## config.mk

```make
export PLATFORM = sky130hd
export DESIGN_NAME = block_averaging_stream
export DESIGN_NICKNAME = d
export VERILOG_FILES = /design/src/rtl/block_averaging_stream.sv
export SDC_FILE = /design/constraint.sdc
export NUM_CORES = 2
export LEC_CHECK = 0
export CORE_UTILIZATION = 44
export DETAILED_ROUTE_END_ITERATION = 10
export DONT_BUFFER_PORTS = 1
export SLEW_MARGIN = 20
export SYNTH_ARGS = -nofsm -noshare
export SYNTH_HDL_FRONTEND = slang
export SYNTH_SLANG_ARGS = --single-unit
```

## constraint.sdc

```tcl
create_clock -name clk -period 27.3 [get_ports clk]
set_input_delay 4.095 -clock clk [delete_from_list [all_inputs] [get_ports clk]]
set_output_delay 4.095 -clock clk [all_outputs]
set_load 0.02 [all_outputs]
```

## src/rtl/block_averaging_stream.sv

```systemverilog
// rtl/block_averaging_stream.sv - streaming FACTOR x FACTOR block-average downscaler
module block_averaging_stream #(
  parameter int DATA_W = 8,
  parameter int F_LOG2 = 1,
  parameter int IMG_W  = 160,
  parameter int IMG_H  = 120,
  parameter int ROUND  = 0
) (
  input  logic              clk,
  input  logic              reset,
  input  logic              start,
  input  logic              in_valid,
  output logic              in_ready,
  input  logic [DATA_W-1:0] in_data,
  output logic              out_valid,
  input  logic              out_ready,
  output logic [DATA_W-1:0] out_data,
  output logic              busy,
  output logic              done
);

  localparam int SUM_W = DATA_W + 2 * F_LOG2;
  localparam int NBLK  = IMG_W >> F_LOG2;
  localparam int COL_W = $clog2(IMG_W);
  localparam int ROW_W = (IMG_H > 1) ? $clog2(IMG_H) : 1;
  localparam int K_W   = (NBLK > 1) ? $clog2(NBLK) : 1;
  localparam logic [SUM_W-1:0] ONE  = 1;
  localparam logic [SUM_W-1:0] BIAS = (ROUND != 0) ? (ONE << (2 * F_LOG2 - 1)) : '0;
  localparam logic [COL_W-1:0] COL_LAST = COL_W'(IMG_W - 1);
  localparam logic [ROW_W-1:0] ROW_LAST = ROW_W'(IMG_H - 1);

  typedef enum logic [1:0] {S_IDLE, S_ACCUM, S_DRAIN} state_t;

  state_t             state_q, state_d;
  logic [COL_W-1:0]   col_q, col_d;
  logic [ROW_W-1:0]   row_q, row_d;
  logic [SUM_W-1:0]   h_sum_q, h_sum_d;
  logic               out_valid_q, out_valid_d;
  logic [DATA_W-1:0]  out_data_q, out_data_d;
  logic [SUM_W-1:0]   lbuf_q [NBLK];

  logic               group_end, first_row, last_row, lbuf_we;
  logic [F_LOG2-1:0]  blk_row;
  logic [K_W-1:0]     k;
  logic [SUM_W-1:0]   lbuf_rd, acc, acc_b;
  logic [DATA_W-1:0]  avg;

  // Column/row position decode and the block sum for the pixel being offered
  always_comb begin
    blk_row   = row_q[F_LOG2-1:0];
    group_end = &col_q[F_LOG2-1:0];
    first_row = (blk_row == '0);
    last_row  = &blk_row;
    k         = K_W'(col_q >> F_LOG2);
    lbuf_rd   = first_row ? '0 : lbuf_q[k];
    acc       = lbuf_rd + h_sum_q + SUM_W'(in_data);
    acc_b     = acc + BIAS;
    avg       = DATA_W'(acc_b >> (2 * F_LOG2));
  end

  // Next-state, handshake and output-register update
  always_comb begin
    state_d     = state_q;
    col_d       = col_q;
    row_d       = row_q;
    h_sum_d     = h_sum_q;
    out_valid_d = out_valid_q;
    out_data_d  = out_data_q;
    lbuf_we     = 1'b0;
    in_ready    = 1'b0;
    done        = 1'b0;
    if (out_valid_q && out_ready) out_valid_d = 1'b0;
    case (state_q)
      S_IDLE: begin
        if (start) begin
          state_d = S_ACCUM;
          col_d   = '0;
          row_d   = '0;
          h_sum_d = '0;
        end
      end
      S_ACCUM: begin
        in_ready = !out_valid_q || out_ready;
        if (in_valid && in_ready) begin
          h_sum_d = group_end ? '0 : h_sum_q + SUM_W'(in_data);
          if (group_end) begin
            if (last_row) begin
              out_valid_d = 1'b1;
              out_data_d  = avg;
            end else begin
              lbuf_we = 1'b1;
            end
          end
          if (col_q == COL_LAST) begin
            col_d = '0;
            if (row_q == ROW_LAST) state_d = S_DRAIN;
            else row_d = row_q + 1'b1;
          end else begin
            col_d = col_q + 1'b1;
          end
        end
      end
      S_DRAIN: begin
        if (!out_valid_q || out_ready) begin
          done    = 1'b1;
          state_d = S_IDLE;
        end
      end
      default: state_d = S_IDLE;
    endcase
  end

  // Control and output registers
  always_ff @(posedge clk or posedge reset) begin
    if (reset) begin
      state_q     <= S_IDLE;
      col_q       <= '0;
      row_q       <= '0;
      h_sum_q     <= '0;
      out_valid_q <= 1'b0;
      out_data_q  <= '0;
    end else begin
      state_q     <= state_d;
      col_q       <= col_d;
      row_q       <= row_d;
      h_sum_q     <= h_sum_d;
      out_valid_q <= out_valid_d;
      out_data_q  <= out_data_d;
    end
  end

  // Partial-sum line buffer, one entry per output column
  always_ff @(posedge clk or posedge reset) begin
    if (reset) begin
      for (int i = 0; i < NBLK; i++) lbuf_q[i] <= '0;
    end else if (lbuf_we) begin
      lbuf_q[k] <= acc;
    end
  end

  assign out_valid = out_valid_q;
  assign out_data  = out_data_q;
  assign busy      = (state_q != S_IDLE);

endmodule

```

==> metrics.txt <==
Crit path required time=23,200 ps; outcome=complete, no violations; I/O Pins=25; Die Width=306 um; initial antenna violation count=2; worst-path cell chain=nand2b_1 -> and3_1; Worst EP arrival=4540 ps; Final setup viols=0; unrepaired setup endpoints after global routing=false; CTS root buffer=clkbuf_16; Clock Latency Late Sink=670 ps; Post-Route Utilization=0.480; first-pass GRT wire length=190,000 um; Netlist cell types=77; Slew Viols, Final=0; worst hold path startpoint=lbuf_q[257]$_DFFE_PP0P_; Setup CP Type=in2out; DR vias=30.4k; clock tree from TritonCTS=built; setup ws final=18,670 ps; Mapped Avg Cell Area=9.87 um^2; H-tree Lvls=3; DR iter-0 viols=3,101; Clock transition at path regs=60 ps; final hold vios=0; Final min period=8630 ps; die height=306 um; worst slew pin tran=1090 ps; achievable frequency=116 MHz; Largest delay share family, worst path=simple AND/OR/NAND/NOR gates; WL per Instance=24.0 um; ys flop type=dfrtp_1; Synth Net Count=4,157; core area=0.0915 mm^2; switching share of power=0.491; Buf/Inv on CP=0; combinational power share=0.449; Remaining Overflow, GRT=0; post-CTS sizing=0; crit-path max FO=4; asr flop ratio synth=1.00; Initial Utilization=0.444; critical path startpoint category=input pin; final net count=3,904; Setup TNS Final=0 ps; CP Launch Point=out_ready; Yosys reg bits=836; P_int=2.40 mW; Hold Buf Count CTS=0; Via density=5.94; LEAKAGE=19.4 nW; Std-Cell Rows=111; Fin Hold WS=473 ps; Routed Antenna Nets=0; drt first pass iters=6; maximum VDD drop=0.201 mV; max-cap violations=0; IO Port Bufs=0; hpwl dp=73,700 um; clock skew=41.9 ps; # DRC=0; GP Congestion=0.907; Netlist Area Pre-Place=0.0406 mm^2; NetSw=2.31 mW; post-CTS setup buffers=0; worst hold path class=reg2reg; number of synthesized flops with an enable pin=0; final period utilization=0.316; Worst R2R Start=col_q[2]$_DFFE_PP0P_; Post-Place Worst Slack=18,650 ps; largest net degree at the start of global routing=93; GRT Util Overall=0.265; TritonCTS sink count=836; crit-path max cell delay=280 ps; Area Overhead vs Synth=8.08%; CTS Buffer Depth=3; Clk pwr share=0.271; routed wire length=123,000 um; slew margin rel.=0.273; Die Area=0.0935 mm^2; Setup crit end kind=primary output; CTS Buf Count=90; post-synthesis sequential area ratio=0.515; Mapped Cells=4,115; share of layout cells above drive strength 1=0.122; vias in the first global route=29.3k; synth warn=0; pwr dens=107 mW/mm^2; sequential fraction of design power=0.279; slowest CP cell=and3_1
cells in the final DEF, fill, tap and decap left out, types with 18 or more instances in the layout:
master,Yosys,routed
dfrtp_1,836,833
nand2_1,797,797
o21ai_0,638,638
nor2_1,316,314
mux2i_1,137,137
a21oi_1,132,131
mux2_2,107,107
clkbuf_16,0,92
mux4_2,85,85
a221oi_1,66,66
o21ai_1,64,64
buf_4,19,63
o211ai_1,57,57
a22oi_1,42,42
nand3_1,39,39
nand3_2,36,36
mux2_1,30,30
o22ai_1,27,27
clkbuf_1,224,26
or3_1,25,25
a211oi_1,24,24
a22o_1,20,20
ha_1,19,18
flip-flops by register name (all words and copies together) (netlist names):
name	flops
col_q	8
h_sum_q	10
lbuf_q	800
out_data	8
out_valid	1
row_q	7
state_q	2
kinds of logic after synthesis:
| family | Yosys count | synth area share |
|---|---|---|
| adder cells (fa/ha/maj) | 29 | 0.0108 |
| flip-flops | 836 | 0.515 |
| multiplexers | 366 | 0.122 |
| AO/OA/AOI/OAI | 1142 | 0.164 |
| AND/OR/NAND/NOR | 1297 | 0.135 |
| XOR/XNOR | 19 | 0.00410 |
| buffers and inverters | 426 | 0.0490 |
cells in the mapped netlist (4+ instances only):
master | number | area share
dfrtp_1 | 836 | 0.52
nand2_1 | 797 | 0.074
o21ai_0 | 638 | 0.079
nor2_1 | 316 | 0.029
clkbuf_1 | 224 | 0.021
mux2i_1 | 137 | 0.034
a21oi_1 | 132 | 0.016
buf_2 | 122 | 0.015
mux2_2 | 107 | 0.030
mux4_2 | 85 | 0.047
a221oi_1 | 66 | 0.014
o21ai_1 | 64 | 0.0079
o211ai_1 | 57 | 0.011
a22oi_1 | 42 | 0.0078
nand3_1 | 39 | 0.0048
nand3_2 | 36 | 0.0089
mux2_1 | 30 | 0.0083
o22ai_1 | 27 | 0.0042
or3_1 | 25 | 0.0039
a211oi_1 | 24 | 0.0044
buf_1 | 24 | 0.0022
a22o_1 | 20 | 0.0043
buf_6 | 20 | 0.0055
buf_4 | 19 | 0.0035
ha_1 | 19 | 0.0059
a221o_1 | 15 | 0.0037
inv_1 | 14 | 0.0013
nor2b_1 | 11 | 0.0017
xnor2_1 | 11 | 0.0024
and3_1 | 10 | 0.0015
fa_1 | 10 | 0.0049
nor3_1 | 10 | 0.0012
nand2b_1 | 9 | 0.0014
nand4_1 | 9 | 0.0014
a31oi_1 | 8 | 0.0012
xor2_1 | 8 | 0.0017
a21o_1 | 7 | 0.0013
and2_1 | 7 | 0.0011
a221oi_2 | 6 | 0.0022
o221ai_1 | 6 | 0.0013
mux2_4 | 5 | 0.0018
a211o_1 | 4 | 0.00086
nand4b_1 | 4 | 0.00086
nor4_1 | 4 | 0.00062
per-layer routing:
layer	track usage	up-vias	share of wire
li1	-	13900	-
met1	0.377	15177	0.45
met2	0.406	1066	0.45
met3	0.0449	262	0.067
met4	0.0989	2	0.037
met5	0	-	0.00013
through the flow:
step	power (mW)	cell area [um^2]	std cells
finish	4.71	43900	5119
global route	4.86	43900	5118
CTS	4.69	43900	5118
detailed placement	3.42	40800	4956
global placement	3.42	40800	4956
floorplan	2.57	40600	4115
worst reg2reg max path, delay by kind of cell (launching register included):
family          cells  cell delay [ps]
flops               1              750
buf+inv             4             2730
simple gates        2              680
mux                 1              360
compound gates      9             2530
fa+ha+maj           2              860
power groups by stage:
stage | registers [mW] | logic, mW | clock network [mW]
final | 1.31 | 2.11 | 1.28
after global routing | 1.32 | 2.20 | 1.34
after CTS | 1.32 | 2.08 | 1.29
after detailed placement | 1.34 | 2.08 | 0
after global placement | 1.34 | 2.08 | 0
after floorplan | 1.30 | 1.27 | 0
final timing paths:
| kind | end | slack [ps] | cells after the start |
|---|---|---|---|
| max in group asynchronous | lbuf_q[749]$_DFFE_PP0P_ | 19530 | 6 |
| max | done | 18670 | 2 |
| max reg2reg | lbuf_q[368]$_DFFE_PP0P_ | 19240 | 18 |
| min reg2reg | lbuf_q[257]$_DFFE_PP0P_ | 470 | 2 |
| min | lbuf_q[257]$_DFFE_PP0P_ | 470 | 2 |
| min in group asynchronous | lbuf_q[446]$_DFFE_PP0P_ | 3480 | 1 |
cell type report:
class | count | area, um^2
Clock inverter | 27 | 424
Tap cell | 1186 | 1480
Sequential cell | 836 | 20900
Multi-Input combinational cell | 2853 | 17800
Timing Repair Buffer | 65 | 513
Inverter | 16 | 63.8
Antenna cell | 1 | 2.50
Clock buffer | 135 | 2630
Fill cell | 8489 | 47600
No activity file was read; power rests on OpenSTA's default activity.
